[src/rtl/fp16_systolic_tile_sequencer.sv]
// Tile sequencer for the SIZE x SIZE FP16 systolic array.
// Clears the accumulators, streams K activation/weight vectors from the
// operand buffers through a diagonal skew, drains the wavefront, pulses done.
// Optional feature macro: SEQ_PERF_CNT_EN (busy-cycle performance counter).
module fp16_systolic_tile_sequencer #(
    parameter int SIZE    = 8,
    parameter int KW      = 10,
    parameter int MAC_LAT = 2,
    parameter int PERF_W  = 32
) (
    input  logic               clk,
    input  logic               rst,
    input  logic               start,
    input  logic [KW-1:0]      k_len,
    input  logic               stall,
    input  logic               abort,
    output logic               a_rd_en,
    output logic [KW-1:0]      a_rd_addr,
    input  logic [16*SIZE-1:0] a_rd_data,
    output logic               w_rd_en,
    output logic [KW-1:0]      w_rd_addr,
    input  logic [16*SIZE-1:0] w_rd_data,
    output logic [16*SIZE-1:0] arr_a_in,
    output logic [16*SIZE-1:0] arr_w_in,
    output logic               arr_enable,
    output logic               arr_acc_clear,
    output logic               busy,
    output logic               done,
    output logic [PERF_W-1:0]  perf_busy_cycles
);

    // Cycles for the last vector to cross the skew and the array, plus MAC latency.
    localparam int DRAIN_LEN = 1 + 2 * (SIZE - 1) + MAC_LAT;
    localparam int DW        = $clog2(DRAIN_LEN + 1);

    typedef enum logic [2:0] {S_IDLE, S_CLEAR, S_FEED, S_DRAIN, S_DONE} state_t;

    state_t              state, state_nxt;
    logic [KW-1:0]       k_reg;
    logic [KW-1:0]       addr;
    logic [DW-1:0]       drain_cnt;
    logic                rd_pend;
    logic                hold_valid;
    logic [16*SIZE-1:0]  a_hold, w_hold;
    logic [16*SIZE-1:0]  a_cur, w_cur;
    logic                active;
    logic                adv;
    logic                accept;
    logic                rd_en;

    assign active = (state == S_CLEAR) || (state == S_FEED) || (state == S_DRAIN);
    assign adv    = active && !stall;
    assign accept = (state == S_IDLE) && start && !abort;
    assign rd_en  = (state == S_FEED) && !stall;

    // Next-state and control outputs decoded from the current state.
    always_comb begin
        // NOTE: every output gets a default first so no path infers a latch.
        state_nxt     = state;
        busy          = (state != S_IDLE);
        done          = (state == S_DONE);
        arr_enable    = adv;
        arr_acc_clear = (state == S_CLEAR) && !stall;
        case (state)
            S_IDLE:  if (accept) state_nxt = (k_len == '0) ? S_DONE : S_CLEAR;
            S_CLEAR: if (!stall) state_nxt = S_FEED;
            S_FEED:  if (!stall && addr == k_reg - KW'(1)) state_nxt = S_DRAIN;
            S_DRAIN: if (!stall && drain_cnt == DW'(DRAIN_LEN - 1)) state_nxt = S_DONE;
            S_DONE:  state_nxt = S_IDLE;
            default: state_nxt = S_IDLE;
        endcase
        if (abort) state_nxt = S_IDLE;
    end

    assign a_rd_en   = rd_en;
    assign w_rd_en   = rd_en;
    assign a_rd_addr = addr;
    assign w_rd_addr = addr;

    // State register.
    always_ff @(posedge clk) begin
        // NOTE: sequential state uses non-blocking assignments only.
        if (rst) state <= S_IDLE;
        else     state <= state_nxt;
    end

    // Latched depth, shared read address and drain counter.
    always_ff @(posedge clk) begin
        if (rst) begin
            k_reg     <= '0;
            addr      <= '0;
            drain_cnt <= '0;
        end else if (abort) begin
            addr      <= '0;
            drain_cnt <= '0;
        end else if (accept) begin
            k_reg     <= k_len;
            addr      <= '0;
            drain_cnt <= '0;
        end else begin
            if (rd_en) addr <= addr + KW'(1);
            if (state == S_DRAIN && !stall) drain_cnt <= drain_cnt + DW'(1);
        end
    end

    // Read-return tracking; a vector returning into a stalled cycle is parked.
    always_ff @(posedge clk) begin
        if (rst || abort) begin
            rd_pend    <= 1'b0;
            hold_valid <= 1'b0;
            a_hold     <= '0;
            w_hold     <= '0;
        end else begin
            rd_pend <= rd_en;
            if (rd_pend && stall) begin
                a_hold     <= a_rd_data;
                w_hold     <= w_rd_data;
                hold_valid <= 1'b1;
            end else if (adv) begin
                hold_valid <= 1'b0;
            end
        end
    end

    // Vector entering the skew this cycle: parked copy, fresh return, or zeros.
    always_comb begin
        a_cur = '0;
        w_cur = '0;
        if (hold_valid) begin
            a_cur = a_hold;
            w_cur = w_hold;
        end else if (rd_pend) begin
            a_cur = a_rd_data;
            w_cur = w_rd_data;
        end
    end

    // Diagonal skew: lane n is delayed n unstalled cycles; lane 0 passes straight.
    for (genvar n = 0; n < SIZE; n++) begin : g_lane
        if (n == 0) begin : g_direct
            assign arr_a_in[15:0] = a_cur[15:0];
            assign arr_w_in[15:0] = w_cur[15:0];
        end else begin : g_delay
            logic [15:0] a_pipe [n];
            logic [15:0] w_pipe [n];

            // Shift the lane delay line on every unstalled active cycle.
            always_ff @(posedge clk) begin
                // NOTE: the delay lines are reset so abort leaves no stale operands behind.
                if (rst || abort) begin
                    for (int s = 0; s < n; s++) begin
                        a_pipe[s] <= '0;
                        w_pipe[s] <= '0;
                    end
                end else if (adv) begin
                    a_pipe[0] <= a_cur[16*n +: 16];
                    w_pipe[0] <= w_cur[16*n +: 16];
                    for (int s = 1; s < n; s++) begin
                        a_pipe[s] <= a_pipe[s-1];
                        w_pipe[s] <= w_pipe[s-1];
                    end
                end
            end

            assign arr_a_in[16*n +: 16] = a_pipe[n-1];
            assign arr_w_in[16*n +: 16] = w_pipe[n-1];
        end
    end

`ifdef SEQ_PERF_CNT_EN
    // Saturating count of unstalled busy cycles; restarts on each accepted tile.
    always_ff @(posedge clk) begin
        if (rst)                                         perf_busy_cycles <= '0;
        else if (accept)                                 perf_busy_cycles <= '0;
        else if (busy && !stall && perf_busy_cycles != '1) perf_busy_cycles <= perf_busy_cycles + PERF_W'(1);
    end
`else
    assign perf_busy_cycles = '0;
`endif

endmodule

[config.mk]
export PLATFORM = sky130hd
export DESIGN_NAME = fp16_systolic_tile_sequencer
export DESIGN_NICKNAME = d
export VERILOG_FILES = /design/src/rtl/fp16_systolic_tile_sequencer.sv
export SDC_FILE = /design/constraint.sdc
export NUM_CORES = 2
export LEC_CHECK = 0
export ABC_AREA = 1
export CAP_MARGIN = 20
export CORE_ASPECT_RATIO = 0.8
export CORE_MARGIN = 5
export CORE_UTILIZATION = 56
export CTS_CLUSTER_DIAMETER = 120
export DETAILED_ROUTE_END_ITERATION = 8
export GPL_TIMING_DRIVEN = 0
export PLACE_DENSITY = 0.8
export SKIP_LAST_GASP = 1
export SYNTH_ARGS = -nofsm -noshare
export SYNTH_HDL_FRONTEND = slang
export SYNTH_SLANG_ARGS = --single-unit
[constraint.sdc]
create_clock -name clk -period 20.8 [get_ports clk]
set_input_delay 6.24 -clock clk [delete_from_list [all_inputs] [get_ports clk]]
set_output_delay 6.24 -clock clk [all_outputs]
set_load 0.01 [all_outputs]
[Word-level counts from Yosys, hierarchy flattened]
Memories as Yosys holds them, arrays and structs flattened.
Cells that the tools add are included.
Word-level totals
  memories kept: 14
  bits in registers: 286
  bits in writable memories: 896
  logic and storage cells: 189
  output and inout port bits: 314
Memory list
  g_lane[7].g_delay.a_pipe: depth 7, bits a word 16, read ports 7, clocked after Yosys merged registers in 0, write ports 7, RTL line 144  | logic [15:0] a_pipe [n];
  g_lane[7].g_delay.w_pipe: depth 7, bits a word 16, read ports 7, clocked after Yosys merged registers in 0, write ports 7, RTL line 145  | logic [15:0] w_pipe [n];
  g_lane[6].g_delay.a_pipe: depth 6, bits a word 16, read ports 6, clocked after Yosys merged registers in 0, write ports 6, RTL line 144
  g_lane[6].g_delay.w_pipe: depth 6, bits a word 16, read ports 6, clocked after Yosys merged registers in 0, write ports 6, RTL line 145
  g_lane[5].g_delay.a_pipe: depth 5, bits a word 16, read ports 5, clocked after Yosys merged registers in 0, write ports 5, RTL line 144
  g_lane[5].g_delay.w_pipe: depth 5, bits a word 16, read ports 5, clocked after Yosys merged registers in 0, write ports 5, RTL line 145
  +8 memories
Cells by class
  reduce and logical (&&, ||, !) cells: 24
  add/subtract/negate cells: 3
  equality and inequality tests: 10
  mux-type cells: 75
  bitwise operators: 55
Operator list (number)
  16-bit 2-to-1 mux: 56
  128-bit 2-to-1 mux: 4
  1-bit OR: 54
  16-bit OR reduction: 2
  3-bit 2-to-1 mux: 5
  3-bit case mux with 4 select lines: 1
  10-bit by 1-bit adder with 10-bit output, second input constant: 1
  10-bit equality test: 1
  10-bit zero test: 1
  10-bit by 1-bit subtractor with 10-bit output, second input constant: 1
  1-bit logical AND: 9
  1-bit 2-to-1 mux: 9
  3-bit by 2-bit equality test with 1-bit output, second input constant: 2
  5-bit by 1-bit adder with 5-bit output, second input constant: 1
  5-bit equality test, second input constant: 1
  2-bit by 1-bit inequality test with 1-bit output, second input constant: 2
  2-bit inequality test, second input constant: 2
  4-bit AND reduction: 1
  3-bit by 1-bit equality test with 1-bit output, second input constant: 1
  3-bit equality test, second input constant: 1
  3-bit zero test: 1
  1-bit logical OR: 3
  3-bit nonzero test: 1
  3-bit OR reduction: 1
  5 further kinds: 6

[Longest topological paths before layout]
  word-level depth: 9
  depth in mapped cells: 13
  mapped depth without buffers: 13

[Worst setup path after synthesis]
Ideal clock, no wire load.
  path kind: in2reg
  start point: in stall
  end point: mem g_lane[1].g_delay.a_pipe[0][0] (enable)
  slack: 2.572 ns
  stages: 3
  data required time: 19.899 ns
  arrival: 17.327 ns
  path through: buf_4 > nor3_4 > or2_2
On the way
  word-level cells in the longest chain between the ends: 7
RTL lines
  start, declared: RTL line 15  | input logic stall,
  1-bit zero test (*): RTL line 52  | assign adv = active && !stall;
  1-bit logical AND (*): RTL line 52
  via arr_enable: RTL line 25  | output logic arr_enable,
  1-bit 2-to-1 mux (*): RTL line 155  | end else if (adv) begin
  1-bit 2-to-1 mux (*): RTL line 150  | if (rst || abort) begin
  1-bit 2-to-1 mux (implied by the code) (*): RTL line 156  | a_pipe[0] <= a_cur[16*n +: 16];
  16-bit OR reduction (no source line)
  1-bit 2-to-1 mux (no source line) (*)
  end, declared: RTL line 144
The timed path passes the listed nets; every way through them passes the cells marked *.

[Final worst setup path]
  start point: in w_rd_data[11]
  end point: out arr_w_in[11]
On the way
  word-level cells in the longest chain between the ends: 2
RTL lines
  start, declared: RTL line 22  | input logic [16*SIZE-1:0] w_rd_data,
  128-bit 2-to-1 mux: RTL line 132  | end else if (rd_pend) begin
  128-bit 2-to-1 mux: RTL line 129  | if (hold_valid) begin
  end, declared: RTL line 24  | output logic [16*SIZE-1:0] arr_w_in,
Every way passes these cells.

==> flow_summary.yaml <==
run_status:
  status: "finished, final reports clean"
sta:
  timing.hold.ws_ps: 483
  timing.final.crit_share_pct: 67.0
  finalMaxSlewViolations: 0
  setup_ws_ps: 6870
  fmax_mhz: 71.8
  rsz0062_at_grt: "false"
  setup_viol: 0
  worstMarginPinSlew_ps: 1150
  period_minus_slack_ps: 13930
  finClkSkew_ps: 18.4
  slew_headroom_pct: 23.6
  hold_viol: 0
die:
  start_util_pct: 56.7
  dieArea_sq_mm: 0.0933
  fp-row-count: 96
  die_x_microns: 340
  core_area_sq_mm: 0.0862
  die_height_microns: 274
  ios: 585
worst_setup_path:
  cp.arrival_ps: 7690
  crit_buf_inv: 3
  path_delay_family: "buffers and inverters"
  worstSetupEndpointType: "output port"
  worst-path-max-fanout: 2
  cpPeakStageDelay_ps: 560
  crit_type: "primary input to output port"
  startpoint_type: "primary input"
  required_ps: 14560
  crit_path_top_delay_cell: "clkdlybuf4s50_1"
  path_cells: "clkdlybuf4s50_1 -> nand3_1 -> nand2_1 -> buf_4 -> clkdlybuf4s50_1"
  crit_top_cell: "clkdlybuf4s50_1"
power_and_ir_drop:
  powerDensity_mw_per_mm2: 83.1
  leakagePower_nw: 23.1
  max-vdd-ir-drop_mv: 0.0681
place:
  dpl-instance-area_sq_mm: 0.0563
  numPortBuffers: 551
  place_congestion: 0.889
  dp.cells: 6478
  pre_cts_slack_ps: 6870
  hpwl_microns: 91700
drt:
  drt_iter0_drc: 3323
  post_drt_wl_per_cell_microns: 19.2
  dr_total_vias: 34600
  drc: 0
  firstDrtPassIters: 6
  avgViaCountPerCell: 5.15
  routed_wl_microns: 129000
  antenna_left: 0
cts:
  numClockSinks: 1182
  cts_setup_buffers: 0
  clk_pin_slew_ps: 60
  cts-root-buf: "clkbuf_16"
  clock_path_buffers: 3
  cts_tree: "built"
  clk_latency_ps: 680
  ctsHoldBuffers: 0
  htreeDepth: 3
  post_cts_resized: 0
  numCtsBuffers: 111
logic_synthesis:
  ys_top_cells_by_area: "edfxtp_1 55%, dfxtp_1 12%, nor2_1 9.4%"
  yosysSeqAreaShare_pct: 66.7
  synth.avg_cell_area_sq_um: 10.3
  ys_ff_latch: 1182
  syn-cell-area_sq_mm: 0.0489
  ys_types: 45
  synth_largest_area_cell: "edfxtp_1"
  synth_top_area_share_pct: 55.0
  netlist_instances: 4754
  ys_warn_count: 0
run:
  drv_cap: 0
cells_and_area:
  n_fill_cell: 6152
  stdcell_count: 6713
  utilization_pct: 69.5
  seq_area_sq_mm: 0.0326
  top_regs: "g_lane.g_delay.a_pipe x448, g_lane.g_delay.w_pipe x448"
  final_cell_area_sq_mm: 0.0600
  multiInputGateArea_sq_mm: 0.0102
  area.growth.synth_to_final_pct: 22.7
  nNetsFinal: 5739
  drive_gt1_share_pct: 10.2
hold_path:
  hold_path.class: "flip-flop to flip-flop"
global_routing:
  grt_usage_pct: 27.0
  grt_first_pass_wirelength_microns: 193000
  grt_start_max_net_pins: 75
  grt_pass1_vias: 33800
  antenna_found_initial: 29
  globalRoute.totalOverflow: 0
==> layer usage <==
metal	routed length (microns)	up-vias	global-route usage (%)
li1	-	16400	-
met1	49500	16300	34.1
met2	60600	1542	44.0
met3	12300	302	7.02
met4	6230	10	12.9
met5	64	-	0
==> cell families (layout without fill, tap and decap cells) <==
| kind of cell | Yosys count | count (layout) | share of synthesized area, % |
|---|---|---|---|
| buffers and inverters | 1371 | 2148 | 12.7 |
| multiplexers | 2 | 2 | 0.0410 |
| AND/OR/NAND/NOR | 1483 | 1483 | 11.9 |
| flip-flops | 1182 | 1182 | 66.7 |
| adder cells (fa/ha/maj) | 4 | 4 | 0.102 |
| XOR/XNOR | 6 | 6 | 0.136 |
| AO/OA/AOI/OAI | 705 | 705 | 8.34 |
| other | 1 | 56 | 0.00767 |
==> cell usage after synthesis (all sizes together) <==
| cell type | number |
|---|---|
| nor2 | 1222 |
| inv | 898 |
| edfxtp | 896 |
| o21ai | 453 |
| buf | 366 |
| dfxtp | 286 |
| a211oi | 193 |
| nand2 | 153 |
| clkbuf | 107 |
| nand3 | 85 |
| a21oi | 57 |
| nor3 | 6 |
| nand4 | 5 |
| or2 | 5 |
| ha | 4 |
| nor4 | 3 |
| xnor2 | 3 |
| mux2i | 2 |
| nand3b | 2 |
| nor3b | 2 |
| xor2 | 2 |
| conb | 1 |
| o2111ai | 1 |
| o21bai | 1 |
| xnor3 | 1 |
==> power by group <==
part / internal (mW) / switching (mW)
clock network: 1.13 / 0.867
registers: 2.63 / 0.0301
logic: 0.145 / 0.178
==> worst paths after layout <==
path	start	to	slack, ps	depth (start not counted)
hold reg to reg	a_hold[116]$_SDFFE_PP0P_	a_hold[116]$_SDFFE_PP0P_	480	2
hold / removal	a_hold[116]$_SDFFE_PP0P_	a_hold[116]$_SDFFE_PP0P_	480	2
setup reg to reg	state[1]$_SDFFE_PP0P_	g_lane[6].g_delay.w_pipe[0][83]$_SDFFCE_PN0P_	17490	8
setup / recovery	w_rd_data[11]	arr_w_in[11]	6870	5
==> worst register-to-register path: stages, from the launching register on <==
cell and delay [ps]:
dfxtp_1 430, nor2_2 100, nor3_4 180, or2_4 520
buf_16 360, buf_16 320, buf_16 420, buf_16 310
buf_16 310
==> layout by cell type, fill, tap and decap left out, drive strengths merged <==
master,Yosys,routed
xnor3,1,1
bufinv,0,6
conb,1,32
o21bai,1,1
clkbuf,107,267
buf,366,381
or2,5,5
inv,898,903
nand3,85,85
nand2,153,153
xor2,2,2
nand4,5,5
nor2,1222,1222
o21ai,453,453
clkdlybuf4s50,0,551
mux2i,2,2
clkinv,0,39
nor4,3,3
ha,4,4
nor3,6,6
diode,0,24
a211oi,193,193
o2111ai,1,1
dfxtp,286,286
edfxtp,896,896
a21oi,57,57
nor3b,2,2
xnor2,3,3
clkinvlp,0,1
nand3b,2,2
==> area by class of cell <==
type	count	share of cell area, %
inverters	898	5.63
plain buffers	473	4.72
repair buffers	566	9.86
flip-flops and latches	1182	54.4
diodes	24	0.100
well taps	1127	2.35
clock buffers	160	5.26
clock inverters	51	0.695
multi-input cells	2232	17.0
==> metrics by stage <==
stage               TNS (ps)  total power [mW]
floorplan                  0              2.90
global placement    -1410910              3.07
detailed placement         0              3.03
CTS                        0              5.00
global route               0              5.14
finish                     0              4.98
No activity file was read; power rests on OpenSTA's default activity.
